## src/rtl/window_stats_pkg.sv

```systemverilog
// Shared types for the windowed statistics consumer.
// Record layout below matches the default DATA_W=8 / WIN=16 build.
package window_stats_pkg;

    localparam int WS_SEQ_W  = 8;
    localparam int WS_DATA_W = 8;
    localparam int WS_WIN    = 16;
    localparam int WS_SUM_W  = WS_DATA_W + $clog2(WS_WIN);

    typedef enum logic {
        WS_FIRST,
        WS_ACCUM
    } ws_state_e;

    typedef struct packed {
        logic [WS_SUM_W-1:0]  sum;
        logic [WS_DATA_W-1:0] min;
        logic [WS_DATA_W-1:0] max;
        logic [WS_DATA_W-1:0] avg;
        logic [WS_SEQ_W-1:0]  seq;
    } ws_rec_t;

endpackage

```

## src/rtl/window_stats.sv

```systemverilog
// Collects WIN samples per window and emits sum/min/max/avg records
// on a valid/ready output with a wrapping window sequence number.
module window_stats
    import window_stats_pkg::*;
#(
    parameter int DATA_W = 8,
    parameter int WIN    = 16,
    localparam int SUM_W = DATA_W + $clog2(WIN)
) (
    input  logic                clk,
    input  logic                rst_n,
    input  logic                clear,
    input  logic                in_valid,
    input  logic [DATA_W-1:0]   in_data,
    output logic                in_ready,
    output logic                out_valid,
    input  logic                out_ready,
    output logic [SUM_W-1:0]    out_sum,
    output logic [DATA_W-1:0]   out_min,
    output logic [DATA_W-1:0]   out_max,
    output logic [DATA_W-1:0]   out_avg,
    output logic [WS_SEQ_W-1:0] out_seq
);

    localparam int LOG_WIN = $clog2(WIN);
    localparam int CNT_W   = LOG_WIN;
    localparam logic [CNT_W-1:0] CNT_LAST = CNT_W'(WIN - 1);

    ws_state_e state_q, state_d;

    logic [CNT_W-1:0]    cnt_q;
    logic [SUM_W-1:0]    acc_q;
    logic [DATA_W-1:0]   min_q, max_q;
    logic [WS_SEQ_W-1:0] seq_q;

    logic              accept, last, load, first;
    logic [SUM_W-1:0]  sum_n;
    logic [DATA_W-1:0] min_n, max_n;

    always_ff @(posedge clk) begin
        if (!rst_n) begin
            state_q <= WS_FIRST;
        end else begin
            state_q <= state_d;
        end
    end

    always_comb begin
        state_d = state_q;
        unique case (1'b1)
            clear:           state_d = WS_FIRST;
            accept && last:  state_d = WS_FIRST;
            accept && !last: state_d = WS_ACCUM;
            default:         state_d = state_q;
        endcase
    end

    // Only the completing sample waits on a pending record.
    always_comb begin
        last     = (cnt_q == CNT_LAST);
        in_ready = !clear && !(out_valid && last);
        accept   = in_valid && in_ready;
        load     = accept && last;
        first    = (state_q == WS_FIRST);
    end

    always_comb begin
        sum_n = first ? SUM_W'(in_data) : acc_q + SUM_W'(in_data);
        min_n = (first || in_data < min_q) ? in_data : min_q;
        max_n = (first || in_data > max_q) ? in_data : max_q;
    end

    always_ff @(posedge clk) begin
        if (!rst_n) begin
            cnt_q <= '0;
            acc_q <= '0;
            min_q <= '0;
            max_q <= '0;
        end else if (clear) begin
            cnt_q <= '0;
        end else if (accept) begin
            cnt_q <= last ? '0 : cnt_q + CNT_W'(1);
            acc_q <= sum_n;
            min_q <= min_n;
            max_q <= max_n;
        end
    end

    always_ff @(posedge clk) begin
        if (!rst_n) begin
            out_valid <= 1'b0;
            out_sum   <= '0;
            out_min   <= '0;
            out_max   <= '0;
            out_avg   <= '0;
            out_seq   <= '0;
            seq_q     <= '0;
        end else if (load) begin
            out_valid <= 1'b1;
            out_sum   <= sum_n;
            out_min   <= min_n;
            out_max   <= max_n;
            out_avg   <= DATA_W'(sum_n >> LOG_WIN);
            out_seq   <= seq_q;
            seq_q     <= seq_q + WS_SEQ_W'(1);
        end else if (out_valid && out_ready) begin
            out_valid <= 1'b0;
        end
    end

endmodule
```

## config.mk

```make
export PLATFORM = sky130hd
export DESIGN_NAME = window_stats
export DESIGN_NICKNAME = d
export VERILOG_FILES = /design/src/rtl/window_stats_pkg.sv /design/src/rtl/window_stats.sv
export SDC_FILE = /design/constraint.sdc
export NUM_CORES = 1
export LEC_CHECK = 0
export ABC_AREA = 1
export CAP_MARGIN = 20
export CORE_MARGIN = 2
export CORE_UTILIZATION = 48
export DETAILED_ROUTE_END_ITERATION = 10
export PLACE_DENSITY = 0.71
export SETUP_SLACK_MARGIN = 0.05
export SYNTH_ARGS = -nofsm -noshare
export SYNTH_HDL_FRONTEND = slang
export SYNTH_SLANG_ARGS = --single-unit
```

## constraint.sdc

```tcl
create_clock -name clk -period 4.15 [get_ports clk]
set_input_delay 0.83 -clock clk [delete_from_list [all_inputs] [get_ports clk]]
set_output_delay 0.83 -clock clk [all_outputs]
set_load 0.005 [all_outputs]
```

# Word-level counts from Yosys, hierarchy flattened
# Cells that the tools add are included.
[word_totals]
regBits = 86
input_bits = 13
out_inout_bits = 46
word_cells = 44
[classes]
add_sub_neg = 3
n_lt_le_gt_ge = 2
n_eq_ne = 1
n_mux = 7
bitwise = 3
n_reduce_logical = 16
[op_table]
columns = ["operator", "count"]
rows = [
  ["8-bit 2-to-1 mux", 2],
  ["12-bit by 8-bit adder with 12-bit output", 1],
  ["12-bit 2-to-1 mux", 1],
  ["8-bit by 1-bit adder with 8-bit output, second input constant", 1],
  ["8-bit greater-than comparator", 1],
  ["8-bit < comparator", 1],
  ["1-bit logical AND", 6],
  ["4-bit by 1-bit adder with 4-bit output, second input constant", 1],
  ["4-bit equality test, second input constant", 1],
  ["4-bit 2-to-1 mux", 1],
  ["2-bit nonzero test", 2],
  ["2-bit OR reduction", 2],
  ["1-bit logical NOT", 3],
  ["1-bit inverter", 3],
  ["1-bit logical OR", 2],
  ["1-bit 2-to-1 mux", 2],
  ["1-bit one-hot mux with 2 select lines", 1],
  ["2-bit AND reduction", 1],
]

# Depth between registers and ports, before layout
# Gate-level depths: netlist of run 1.
[logic_depth]
ltp_word = 8
depth_mapped = 15

# Least setup slack after synthesis of run 1
# Ideal clock, no wire load.
[synth_path]
path_kind = "input to register"
start = "input port in_data[0]"
end = "register acc_q[4]"
setup_time_ns = 0.115
t_arrival_ns = 2.053
setup_slack_ns = 1.982
stages = 11
cell_sequence = "ha_1 inv_1 fa_1 nor2_1 nand2_1 nand3_1 nand2_1 nand3_1 o21ai_0 o21ai_0 inv_1"
[synth_via]
elab_chain_len = 2
[synth_rtl]
columns = ["item", "line", "rtl"]
rows = [
  ["from (decl)", "window_stats.sv:14", "input logic [DATA_W-1:0] in_data,"],
  ["12-bit by 8-bit adder with 12-bit output", "window_stats.sv:68", "sum_n = first ? SUM_W'(in_data) : acc_q + SUM_W'(in_data);"],
  ["12-bit 2-to-1 mux", "window_stats.sv:68", ""],
  ["to (signal assigned)", "window_stats.sv:83", "acc_q <= sum_n;"],
  ["to (decl)", "window_stats.sv:32", "logic [SUM_W-1:0] acc_q;"],
]
# No other way between the ends.
# A chain may end at the register's enable or synchronous reset.

# Final worst setup path of run 1
[layout_path]
start = "input port in_data[3]"
end = "register max_q[2]"
[layout_via]
elab_chain_len = 3
[layout_rtl]
columns = ["item", "line", "rtl"]
rows = [
  ["8-bit greater-than comparator", "window_stats.sv:70", "max_n = (first || in_data > max_q) ? in_data : max_q;"],
  ["1-bit logical OR", "window_stats.sv:70", ""],
  ["8-bit 2-to-1 mux", "window_stats.sv:70", ""],
  ["to (signal assigned)", "window_stats.sv:85", "max_q <= max_n;"],
  ["to (decl)", "window_stats.sv:33", "logic [DATA_W-1:0] min_q, max_q;"],
]
# No other way between the ends.

==> impl_metrics.toml, run 1 <==
[global_routing]
grt_max_degree = 38
antenna_found_initial = 0
grt_usage = 0.216
overflow = 0
grt_pass1_wl_mm = 17.3
grt_pass1_vias = 3833

[critical_path]
reg2reg_to = "out_sum[11]"
critPathMaxFanout = 9
setup.worst_path.class = "in2reg"
reg2reg_from = "cnt_q[0]"
worstPathArrival_ps = 3070
worstSetupStartpoint = "in_data[3]"
end_kind = "register"
required_ps = 4410
cp-start-kind = "input port"
rrSetupSlack_ps = 2050
rr_worst_depth = 7

[worst_hold_path]
holdCritPathClass = "reg2reg"
holdPathStages = 2
hp-start = "out_seq[0]"
min_to = "out_seq[0]"

[route]
wl_per_cell_um = 12.8
drtAntennaViolNets = 0
drtIter0Drc = 156
drt_pass1_iterations = 4
drc = 0
vias_per_cell = 5.08
drt_wl_total_mm = 9.97
via_count = 3944

[clock_tree]
clockRootBuffer = "clkbuf_8"
insertion_delay_ps = 360
cts_sinks = 78
htree_num_levels = 3
cts.reportedPaths.clkPinSlew_ps = 80
ctsLongestPathBuffers = 2
cts_buffers = 9
holdBufCountCts = 0
cts_setup_buffers = 0
cts_tree = "built"
cts_resized = 0

[timing]
rsz0062_at_grt = "no"
slew_violations = 0
finClkSkew_ps = 11.8
hold_violations = 0
worstMarginPinSlew_ps = 896
finalCritPeriodShare = 0.677
period_needed_ps = 2810
timing.fmax_ghz = 0.356
finalSetupViolations = 0
timing.slew.headroom = 0.402
tns_ps = 0

[place]
io_buffer_count = 58
place.detailed.hpwl_mm = 7.17
dp_cells = 760
gp_congestion = 0.848

[yosys]
ys_ff_latch = 78
syn_area_um2 = 4280
synth_adder_area_share = 0.0778
syn_inst = 620
ys_seq_area_frac = 0.365
synthXorXnorAreaFrac = 0.00410
muxShareOfSynthArea = 0
avgSynthCellArea_um2 = 6.90
synth_top_family_by_area = "simple AND/OR/NAND/NOR gates"
yosys_warnings = 0
yosysUniqueCellTypes = 34
syn_nets = 659
synthSimpleGateAreaFrac = 0.299
synth-compound-area-share = 0.126

[floorplan]
coreArea_um2 = 8680
die-width_um = 98.4
initial_core_util = 0.493
dieArea_um2 = 9680
rows = 34
design.portCount = 59
die_h_um = 98.4

[run]
maxCapViolCount = 0

[layout]
drive_gt1_frac = 0.0524
stdcell_count = 776
area_growth_pct = 17.7
final_util = 0.580
fin_nets = 702
diodes = 0

[run_status]
outcome = "completed"

[power_and_ir_drop]
leakagePower_nw = 2.40
ir_worst_vdd_mv = 0.186
power-per-cell-area_nw_per_um2 = 314
## area by class of cell
type                    instances  area [um^2]
well taps                     108          135
multi-input cells             416         2170
inverters                      97          364
clock buffers                   9          124
clock inverters                 7         75.1
fillers                       864         3650
repair buffers                 61          603
flip-flops and latches         78         1560
## cell usage in the layout (no fill, tap or decap), types with 2 or more instances in the layout
cell and instances:
a31oi_1 3, nor3b_1 2, dfxtp_1 78, clkbuf_8 9
clkinv_2 2, clkdlybuf4s50_1 58, clkinv_4 4, o21ai_2 9
nor3_1 10, nand4_1 4, buf_4 3, inv_2 2
nand3_1 65, nand2_1 190, nor2_1 20, o21a_1 12
o21ai_0 21, a21oi_1 37, a22o_1 2, o22ai_1 2
xor2_1 2, inv_1 95, ha_1 25
## state kept, by name (all words and copies together), names as in the netlist
signal,count
acc_q,12
out_sum,12
max_q,8
min_q,8
out_max,8
out_min,8
out_seq,8
seq_q,8
cnt_q,4
out_valid,1
state_q,1
## cells by family after synthesis
logic type	Yosys count
buf+inv	126
fa+ha+maj	26
simple gates	298
xor+xnor	2
flops	78
compound gates	90
## per-stage QoR
step	instance area (um^2)	total power (W)	hold WS (ps)	setup WS, ps
floorplan	4280	0.000956	442	1980
global placement	4830	0.00101	435	1130
detailed placement	4830	0.00102	439	1040
CTS	5030	0.00159	457	1380
global route	5030	0.00166	492	1210
finish	5030	0.00158	452	1340
## worst max-delay path by stage
| stage | to | cells past startpoint |
|---|---|---|
| final | max_q[2] | 14 |
| after detailed placement | max_q[2] | 14 |
| after global placement | acc_q[4] | 12 |
| after CTS | in_ready | 3 |
| after global routing | max_q[2] | 12 |
| after floorplan | acc_q[4] | 11 |
## power by group
part | internal [W] | switching (W) | total [W]
registers | 0.000767 | 0.0000124 | 0.000780
logic | 0.0000777 | 0.000145 | 0.000223
clock network | 0.000280 | 0.000299 | 0.000578
## worst max-delay path: stages
cell and delay [ps]:
clkdlybuf4s50_1 690, ha_1 320, nand2_1 70, inv_1 50, nand2_1 60, nand2_1 50
nand2_1 60, nand2_1 50, nand2_1 240, nand2_1 280, nand2_1 170, nand3_1 80
nand2_1 90, inv_1 40
## routing by layer
layer	track usage	vias to the layer above	wire, um
met2	0.368	91	4770
met4	0.0569	0	85
met5	0	-	0
li1	-	2052	-
met1	0.274	1791	4580
met3	0.0515	10	529
## cell usage after synthesis
| cell type | n | area (um^2) |
|---|---|---|
| nand2_1 | 190 | 713 |
| inv_1 | 95 | 357 |
| dfxtp_1 | 78 | 1560 |
| nand3_1 | 65 | 325 |
| a21oi_1 | 37 | 185 |
| ha_1 | 25 | 313 |
| o21ai_0 | 21 | 105 |
| nor2_1 | 20 | 75.1 |
| o21a_1 | 12 | 90.1 |
| buf_4 | 11 | 82.6 |
| nor3_1 | 10 | 50.1 |
| clkbuf_1 | 9 | 33.8 |
| o21ai_2 | 9 | 78.8 |
| buf_2 | 6 | 30.0 |
| nand4_1 | 4 | 25.0 |
| a31oi_1 | 3 | 18.8 |
| buf_6 | 3 | 33.8 |
| a22o_1 | 2 | 17.5 |
| inv_2 | 2 | 7.51 |
| nor3b_1 | 2 | 15.0 |
| o22ai_1 | 2 | 12.5 |
| xor2_1 | 2 | 17.5 |
| a21o_1 | 1 | 7.51 |
| fa_1 | 1 | 20.0 |
| nand2_2 | 1 | 6.26 |
| nand3b_1 | 1 | 7.51 |
| nand4_4 | 1 | 21.3 |
| nor2_4 | 1 | 11.3 |
| nor3_4 | 1 | 16.3 |
| nor4_1 | 1 | 6.26 |
| o211a_1 | 1 | 10.0 |
| o21bai_1 | 1 | 7.51 |
| o31ai_1 | 1 | 7.51 |
| or2_2 | 1 | 6.26 |
(Power assumes the default switching activity.)
==> run 2, diff against run 1 <==
==> constraint.sdc (replaced) <==
create_clock -name clk -period 2.7 [get_ports clk]
set_input_delay 0.54 -clock clk [delete_from_list [all_inputs] [get_ports clk]]
set_output_delay 0.54 -clock clk [all_outputs]
set_load 0.005 [all_outputs]
==> run 2 against run 1 <==
Effect of this change:
- hold slack improved by 1.6 ps
- utilization grew 1.4 points
- die area did not move
- combinational power up 63%
- critical path depth fell by 3
- final area is 2.4% higher
- clock power increased by 71%
- sequential share of layout area decreased by 0.72 points
- setup slack worse by 990 ps
- total power increased by 61%
==> impl_metrics.toml, run 2 (synthesis results as in run 1) <==
[run_status]
outcome = "completed"

[power_and_ir_drop]
p_total_w = 0.00255
leakagePower_nw = 2.46
power-per-cell-area_nw_per_um2 = 495
ir_worst_vdd_mv = 0.250

[route]
drt_pass1_iterations = 5
via_count = 4055
drc = 0
wl_per_cell_um = 12.6
vias_per_cell = 5.15
drtIter0Drc = 221
drt_wl_total_mm = 9.91
drtAntennaViolNets = 0

[critical_path]
setup.worst_path.class = "in2reg"
worstPathArrival_ps = 2590
slowest_delay_ps = 600
critPathMaxFanout = 5
end_kind = "register"
crit_slowest_cell = "clkdlybuf4s50_1"
reg2reg_from = "acc_q[0]"
required_ps = 2940
cp-start-kind = "input port"
path_delay_family = "buffers and inverters"
worstSetupStartpoint = "in_data[1]"
path_buf_inv = 3
cp_cell_sequence = "clkdlybuf4s50_1 -> inv_1 -> fa_1 -> nor2_1 -> nand2_1 -> nand3_1 -> nand2_1 -> nand3_1 -> o21ai_0 -> o21ai_0 -> inv_1"

[layout]
area_growth_pct = 20.5
multi_input_area_um2 = 2170
drive_gt1_frac = 0.0663
fin_nets = 713
diodes = 0
ff_latch_area_um2 = 1560
reg_top3 = "acc_q x12, out_sum x12"
fillers = 840
mostFrequentLayoutCell = "nand2_1"
final_cell_mix = "nand2_1, inv_1, dfxtp_1"

[clock_tree]
insertion_delay_ps = 350
cts_setup_buffers = 0
cts_buffers = 9
htree_num_levels = 3
ctsLongestPathBuffers = 2
cts.reportedPaths.clkPinSlew_ps = 80
clockRootBuffer = "clkbuf_8"
holdBufCountCts = 0
cts_sinks = 78
cts_tree = "built"
cts_resized = 0

[worst_hold_path]
holdCritPathClass = "reg2reg"
hp-start = "out_max[4]"

[global_routing]
grt_usage = 0.213
overflow = 0
grt_max_degree = 37
grt_pass1_vias = 3810
antenna_found_initial = 0
grt_pass1_wl_mm = 17.2

[timing]
period_needed_ps = 2350
slew_violations = 0
rsz0062_at_grt = "no"
finalSetupViolations = 0
finClkSkew_ps = 12.3
finalCritPeriodShare = 0.870
timing.fmax_ghz = 0.426
hold_violations = 0
tns_ps = 0
worstMarginPinSlew_ps = 573
timing.slew.headroom = 0.617

[floorplan]
dieArea_um2 = 9680
initial_core_util = 0.493
coreArea_um2 = 8680
design.portCount = 59
die_h_um = 98.4
rows = 34
die-width_um = 98.4

[place]
gp_congestion = 0.916
io_buffer_count = 58
place.detailed.hpwl_mm = 7.16

[run]
maxCapViolCount = 0
[run 2: changes by cell type in the layout (fill, tap and decap cells not counted)]
| cell | delta |
|---|---|
| buf_4 | +10 |
| buf_12 | +1 |
| clkbuf_1 | +1 |
| clkinv_2 | -2 |
| inv_8 | +1 |
| clkinvlp_4 | +2 |
| bufinv_16 | +1 |
| clkinv_4 | -3 |
[run 2: cell type report]
type,instances,share of cell area
clock inverters,6,0.0185
repair buffers,72,0.136
clock buffers,10,0.0248
well taps,108,0.0262
multi-input cells,416,0.421
flip-flops and latches,78,0.303
inverters,97,0.0707
[run 2: path summary, 6_finish.rpt]
kind	end	slack [ps]	cells past startpoint
setup / recovery	acc_q[4]	350	11
hold / removal	out_max[4]	450	2
setup reg to reg	acc_q[4]	750	11
hold reg to reg	out_max[4]	450	2
[run 2: worst reg2reg max path, cell delays in order (launching register included)]
cell,delay (ps)
dfxtp_1,350
ha_1,160
inv_1,50
fa_1,380
nor2_1,150
nand2_1,90
nand3_1,130
nand2_1,70
nand3_1,60
o21ai_0,170
o21ai_0,200
inv_1,50
[run 2: routing by layer]
metal | wire length [um] | part of all wire | global-route usage | vias up
li1 | - | - | - | 2081
met1 | 4610 | 0.46 | 0.277 | 1851
met2 | 4680 | 0.47 | 0.366 | 110
met3 | 494 | 0.050 | 0.0301 | 13
met4 | 126 | 0.013 | 0.0685 | 0
met5 | 0 | 0 | 0 | -
[run 2: per-stage QoR]
step / util / cell area (um^2) / setup slack (ps) / instances / hold WS, ps
2_1_floorplan: - / 4280 / 822 / 620 / 442
3_3_place_gp: 0.568 / 4930 / 22.5 / 771 / 437
3_5_place_dp: 0.568 / 4930 / 4.41 / 771 / 440
4_1_cts: 0.594 / 5150 / 372 / 787 / 459
5_1_grt: 0.594 / 5150 / 210 / 787 / 487
6_report: 0.594 / 5150 / 351 / 787 / 453
[run 2: power by group]
group	internal (W)	total, W	switching, W
logic	0.000137	0.000363	0.000227
registers	0.00118	0.00120	0.0000191
clock network	0.000529	0.000987	0.000458
==> patch 1 (flow settings as in run 1) <==
`WS_SEQ_W`: 8 -> 6.
--- a/src/rtl/window_stats_pkg.sv
+++ b/src/rtl/window_stats_pkg.sv
@@ -2,7 +2,7 @@
 // Record layout below matches the default DATA_W=8 / WIN=16 build.
 package window_stats_pkg;
 
-    localparam int WS_SEQ_W  = 8;
+    localparam int WS_SEQ_W  = 6;
     localparam int WS_DATA_W = 8;
     localparam int WS_WIN    = 16;
     localparam int WS_SUM_W  = WS_DATA_W + $clog2(WS_WIN);
Interface: changed (resized out_seq); port bits go from 59 to 57. The function was not compared with the original's and may differ.
==> patch 1 against run 1 <==
Synthesized cell count shrank 4.7%. Sequential cell count shrank 4. Final area shrank 4.6%. Critical path depth shrank 11. Worst setup slack gained 50 ps. First-iteration DRC count grew 11%. Count of clock-buffer cells in the layout grew 5. Synthesized area shrank 4.8%. Register-to-register slack lost 230 ps. Global-route usage grew 1.4 points. Wire length shrank 1.2%. Power shrank 2.6%. Largest power group unchanged.
==> patch 1: results (changes against run 1) <==
Critical path
  • CP Data Arrival Time: 1930 ps (-1140 ps)
  • Setup CP Type: input port to primary output
  • CP max FO: 2 (-7)

Finish
  • Layout cell share with drive strength beyond 1: 5.97% (+0.73 points)
  • Fill count: 775 (-10%)
  • Ant diodes: 0 (unchanged)
  • Multi-input logic area: 0.00209 mm² (-3.6%)
  • Final net count: 671 (-4.4%)

Clock tree
  • CTS Buf Count: 9 (unchanged)
  • Max H-tree Level: 3 (unchanged)
  • CTS root buf: clkbuf_8
  • Reg clk slew, reported paths: 70 ps
  • Cts repair resizes: 0 (unchanged)
  • Max clock buf depth: 2 (unchanged)

Drt
  • Final wirelength: 9.85 mm (-1.2%)
  • DR pass1 iterations: 5 (+1)
  • Vias per cell: 5.24 (+3.1%)
  • Post-route ant nets: 0 (unchanged)
  • Mean routed wirelength per cell: 13.3 µm (+3.3%)
  • Drt first-iter violations: 173 (+11%)

Synthesis
  • Synth warn: 0 (unchanged)
  • Cells after synthesis: 591 (-4.7%)
  • Ys async rst share: 0% (unchanged)
  • Most instantiated cells after synthesis: nand2_1, inv_1, dfxtp_1, nand3_1, a21oi_1
  • Synth unique cells: 33 (-2.9%)
  • Area contributors post-synth: dfxtp_1, nand2_1, ha_1
  • Syn Nets: 630 (-4.4%)
  • Sequential share of the synthesized area: 36.4% (-0.11 points)

Global route
  • First-pass GRT wire length: 16.4 mm (-5.1%)
  • Total global-route track usage: 22.9% (+1.4 points)
  • Vias in the first global route: 3607 (-5.9%)
  • Antenna violations before repair: 0 (unchanged)
  • Largest net degree at the start of global routing: 36 (-5.3%)

Placed design
  • Placed cell area: 0.00460 mm² (-4.8%)
  • Placed insts: 726 (-4.5%)
  • Place WS: 1120 ps (+79.5 ps)
  • PortBufs: 56 (-3.4%)
  • Hpwl dp: 7.02 mm (-2.2%)
  • GPL Wtd Cong: 0.887 (+4.6%)

Timing
  • Clock Skews: 10.9 ps (-0.969 ps)
  • Rel. slew slack: 38.3% (-1.9 points)

Pwr
  • VDD IR max: 0.196 mV (+5.4%)
  • Leakage power: 2.29 nW (-4.6%)

Outcome
  • Status: complete, no violations
## patch 1: changes by cell type in the layout (fill, tap and decap cells not counted), moves of 3 or more
cell      change
nand3_1       -8
inv_1        -13
nand2_2       +3
nand2_1       +7
clkbuf_1      +3
clkinv_4      -4
dfxtp_1       -4
o21a_1        -9
o21ai_0       -4
## patch 1: kinds of logic after synthesis
| kind of cell | synth area share (%) |
|---|---|
| AOI/OAI and AO/OA | 11.6 |
| adders and majority gates | 8.18 |
| buffers and inverters | 12.2 |
| DFF | 36.4 |
| and+or+nand+nor | 31.6 |
## patch 1: worst max-delay path, cell delays in order
cell             delay, ps
clkdlybuf4s50_1        440
a21oi_2                150
clkdlybuf4s50_1        520
## patch 1: worst paths after layout
path / startpoint / to / slack (ps) / cells after the start
min reg2reg: out_min[3] / out_min[3] / 450 / 2
max: clear / in_ready / 1390 / 3
max reg2reg: cnt_q[0] / acc_q[10] / 1820 / 8
min: out_min[3] / out_min[3] / 450 / 2
## patch 1: power by group
group          internal [mW]  switching, mW  total [mW]
sequential             0.729         0.0166       0.745
clock                  0.311          0.263       0.574
combinational         0.0778          0.142       0.220
## patch 1: per-layer routing
layer	vias to the layer above	share of wire, %	global-route usage, %
li1	1960	-	-
met1	1773	43	27.1
met2	123	48	39.3
met3	31	5.4	3.99
met4	0	4.1	12.5
met5	-	0	0
## patch 1: layout make-up
type	instances	area share (%)
timing repair buffer	58	12.0
clock buffer	14	3.39
multi-input combinational	403	43.6
clock inverter	2	0.730
inverter	86	6.72
sequential	74	30.9
tap	105	2.74
==> patch 2 (flow settings as in run 1) <==
Without the edit above. Reset style: asynchronous (`rst_n`), changed in 3 clocked blocks.
--- a/src/rtl/window_stats.sv
+++ b/src/rtl/window_stats.sv
@@ -37,7 +37,7 @@
     logic [SUM_W-1:0]  sum_n;
     logic [DATA_W-1:0] min_n, max_n;
 
-    always_ff @(posedge clk) begin
+    always_ff @(posedge clk or negedge rst_n) begin
         if (!rst_n) begin
             state_q <= WS_FIRST;
         end else begin
@@ -70,7 +70,7 @@
         max_n = (first || in_data > max_q) ? in_data : max_q;
     end
 
-    always_ff @(posedge clk) begin
+    always_ff @(posedge clk or negedge rst_n) begin
         if (!rst_n) begin
             cnt_q <= '0;
             acc_q <= '0;
@@ -86,7 +86,7 @@
         end
     end
 
-    always_ff @(posedge clk) begin
+    always_ff @(posedge clk or negedge rst_n) begin
         if (!rst_n) begin
             out_valid <= 1'b0;
             out_sum   <= '0;
Formal check against the unedited RTL: same outputs for any inputs over 10 cycles, from zero or initial values and one cycle with rst_n low; that may be too few to reach the edited logic, so the function may still have changed.
==> patch 2 against run 1 <==
Worst setup slack worse by 2.6 ps. Fmax about the same. Final area up 3.0%. Largest power group unchanged. Power up 21%. Global-route usage up 0.79 points. Critical path type is now input port to primary output. Via count down 4.7%. Highest routed layer unchanged. Wire length up 3.8%. Sequential cell count unchanged. Synthesized area up 1.3%.
==> patch 2: results (changes against run 1) <==
Outcome
  • Status: complete, no violations

Worst hold path
  • Worst min path class: input port to asynchronous set/reset pin

Clock tree
  • Reg clk slew, reported paths: 90 ps
  • CTS Buf Count: 9 (unchanged)
  • Max clock buf depth: 2 (unchanged)
  • Max H-tree Level: 3 (unchanged)
  • Clock latency on the worst-skew pair: 360 ps (about the same)
  • Setup Buffers After CTS: 0 (unchanged)
  • CTS root buf: clkbuf_8

Finish
  • Fill count: 788 (-8.8%)
  • Final net count: 645 (-8.1%)
  • Ant diodes: 0 (unchanged)
  • Layout cell share with drive strength beyond 1: 5.89% (+0.65 points)
  • Fin cells: 719 (-7.3%)

Pwr
  • P_int: 1.31 mW (+17%)
  • Comb pwr share: 21.5% (+7.4 points)
  • Power Sequential: 0.842 mW (+7.9%)
  • VDD IR max: 0.204 mV (+9.4%)
  • Power Total: 1.91 mW (+21%)
  • Leakage power: 2.74 nW (+14%)

Synthesis
  • Compound-Gate Fraction of Synth Area: 5.69% (-7.0 points)
  • Sequential share of the synthesized area: 45.1% (+8.6 points)
  • Area contributors post-synth: dfrtp_1, nand2_1, nand3_1
  • Synth unique cells: 32 (-5.9%)
  • Ys async rst share: 100% (+100 points)
  • Post-synthesis mux area share: 0% (unchanged)
  • Syn Nets: 596 (-9.6%)
  • Adder-cell share of the synthesized area: 7.69% (-0.099 points)
  • Synth warn: 0 (unchanged)
  • Most instantiated cells after synthesis: nand2_1, dfrtp_1, nand3_1, inv_1, o21ai_0
  • Avg Inst Size Synth: 7.77 µm² (+13%)
  • Synth Area in XOR/XNOR: 2.02% (+1.6 points)

Flow run
  • Max-cap viol count: 0 (unchanged)

Global route
  • M2 GR Usage: 35.9% (-0.87 points)
  • Vias in the first global route: 3703 (-3.4%)
  • Largest net degree at the start of global routing: 79 (+110%)
  • M1 GR Usage: 30.7% (+3.4 points)
  • First-pass GRT wire length: 17.6 mm (+1.8%)
  • Total global-route track usage: 22.3% (+0.79 points)
  • Antenna violations before repair: 0 (unchanged)
  • Met3 Use GR: 4.82% (-0.33 points)

Placed design
  • Placed insts: 702 (-7.6%)
  • Hpwl dp: 7.24 mm (+0.93%)
  • PortBufs: 58 (unchanged)
  • Placed cell area: 0.00493 mm² (+1.9%)
  • GPL Wtd Cong: 0.885 (+4.4%)
  • Place WS: 1120 ps (+84.2 ps)

Drt
  • DR pass1 iterations: 4 (unchanged)
  • Met1 wire length: 4.71 mm (+2.8%)
  • Max Used Layer: met4
  • Routed vias: 3757 (-4.7%)
  • Met2 Routed Length: 4.89 mm (+2.4%)
  • Met3 wire len: 609 µm (+15%)
  • Mean routed wirelength per cell: 14.4 µm (+12%)
  • Drt first-iter violations: 159 (+1.9%)

Critical path
  • CP max FO: 8 (-1)
  • CP Data Arrival Time: 1980 ps (-1090 ps)

Timing
  • Slew @ Worst Pin: 460 ps (-436 ps)
  • Clock Skews: 14.7 ps (+2.90 ps)
[patch 2: final timing paths]
| check | startpoint | to | slack (ps) | cells after the start |
|---|---|---|---|---|
| max reg2reg | cnt_q[0] | out_min[7] | 1960 | 8 |
| min | rst_n | out_sum[0] | 310 | 1 |
| min reg2reg | out_max[7] | out_max[7] | 490 | 2 |
| min in group clk | out_max[7] | out_max[7] | 490 | 2 |
| max in group asynchronous | rst_n | out_seq[0] | 3250 | 2 |
| max | clear | in_ready | 1340 | 5 |
[patch 2: cell type report]
class,count,area (µm²),area share [%]
inverters,62,234,4.51
clock buffers,10,138,2.65
multi-input cells,392,2000,38.5
well taps,108,135,2.61
repair buffers,63,636,12.3
clock inverters,6,92.6,1.79
flip-flops and latches,78,1950,37.6
[patch 2: worst max-delay path: stages]
cell             delay, ps
clkdlybuf4s50_1        410
inv_2                  140
nand2_1                 70
inv_1                   50
clkdlybuf4s50_1        480
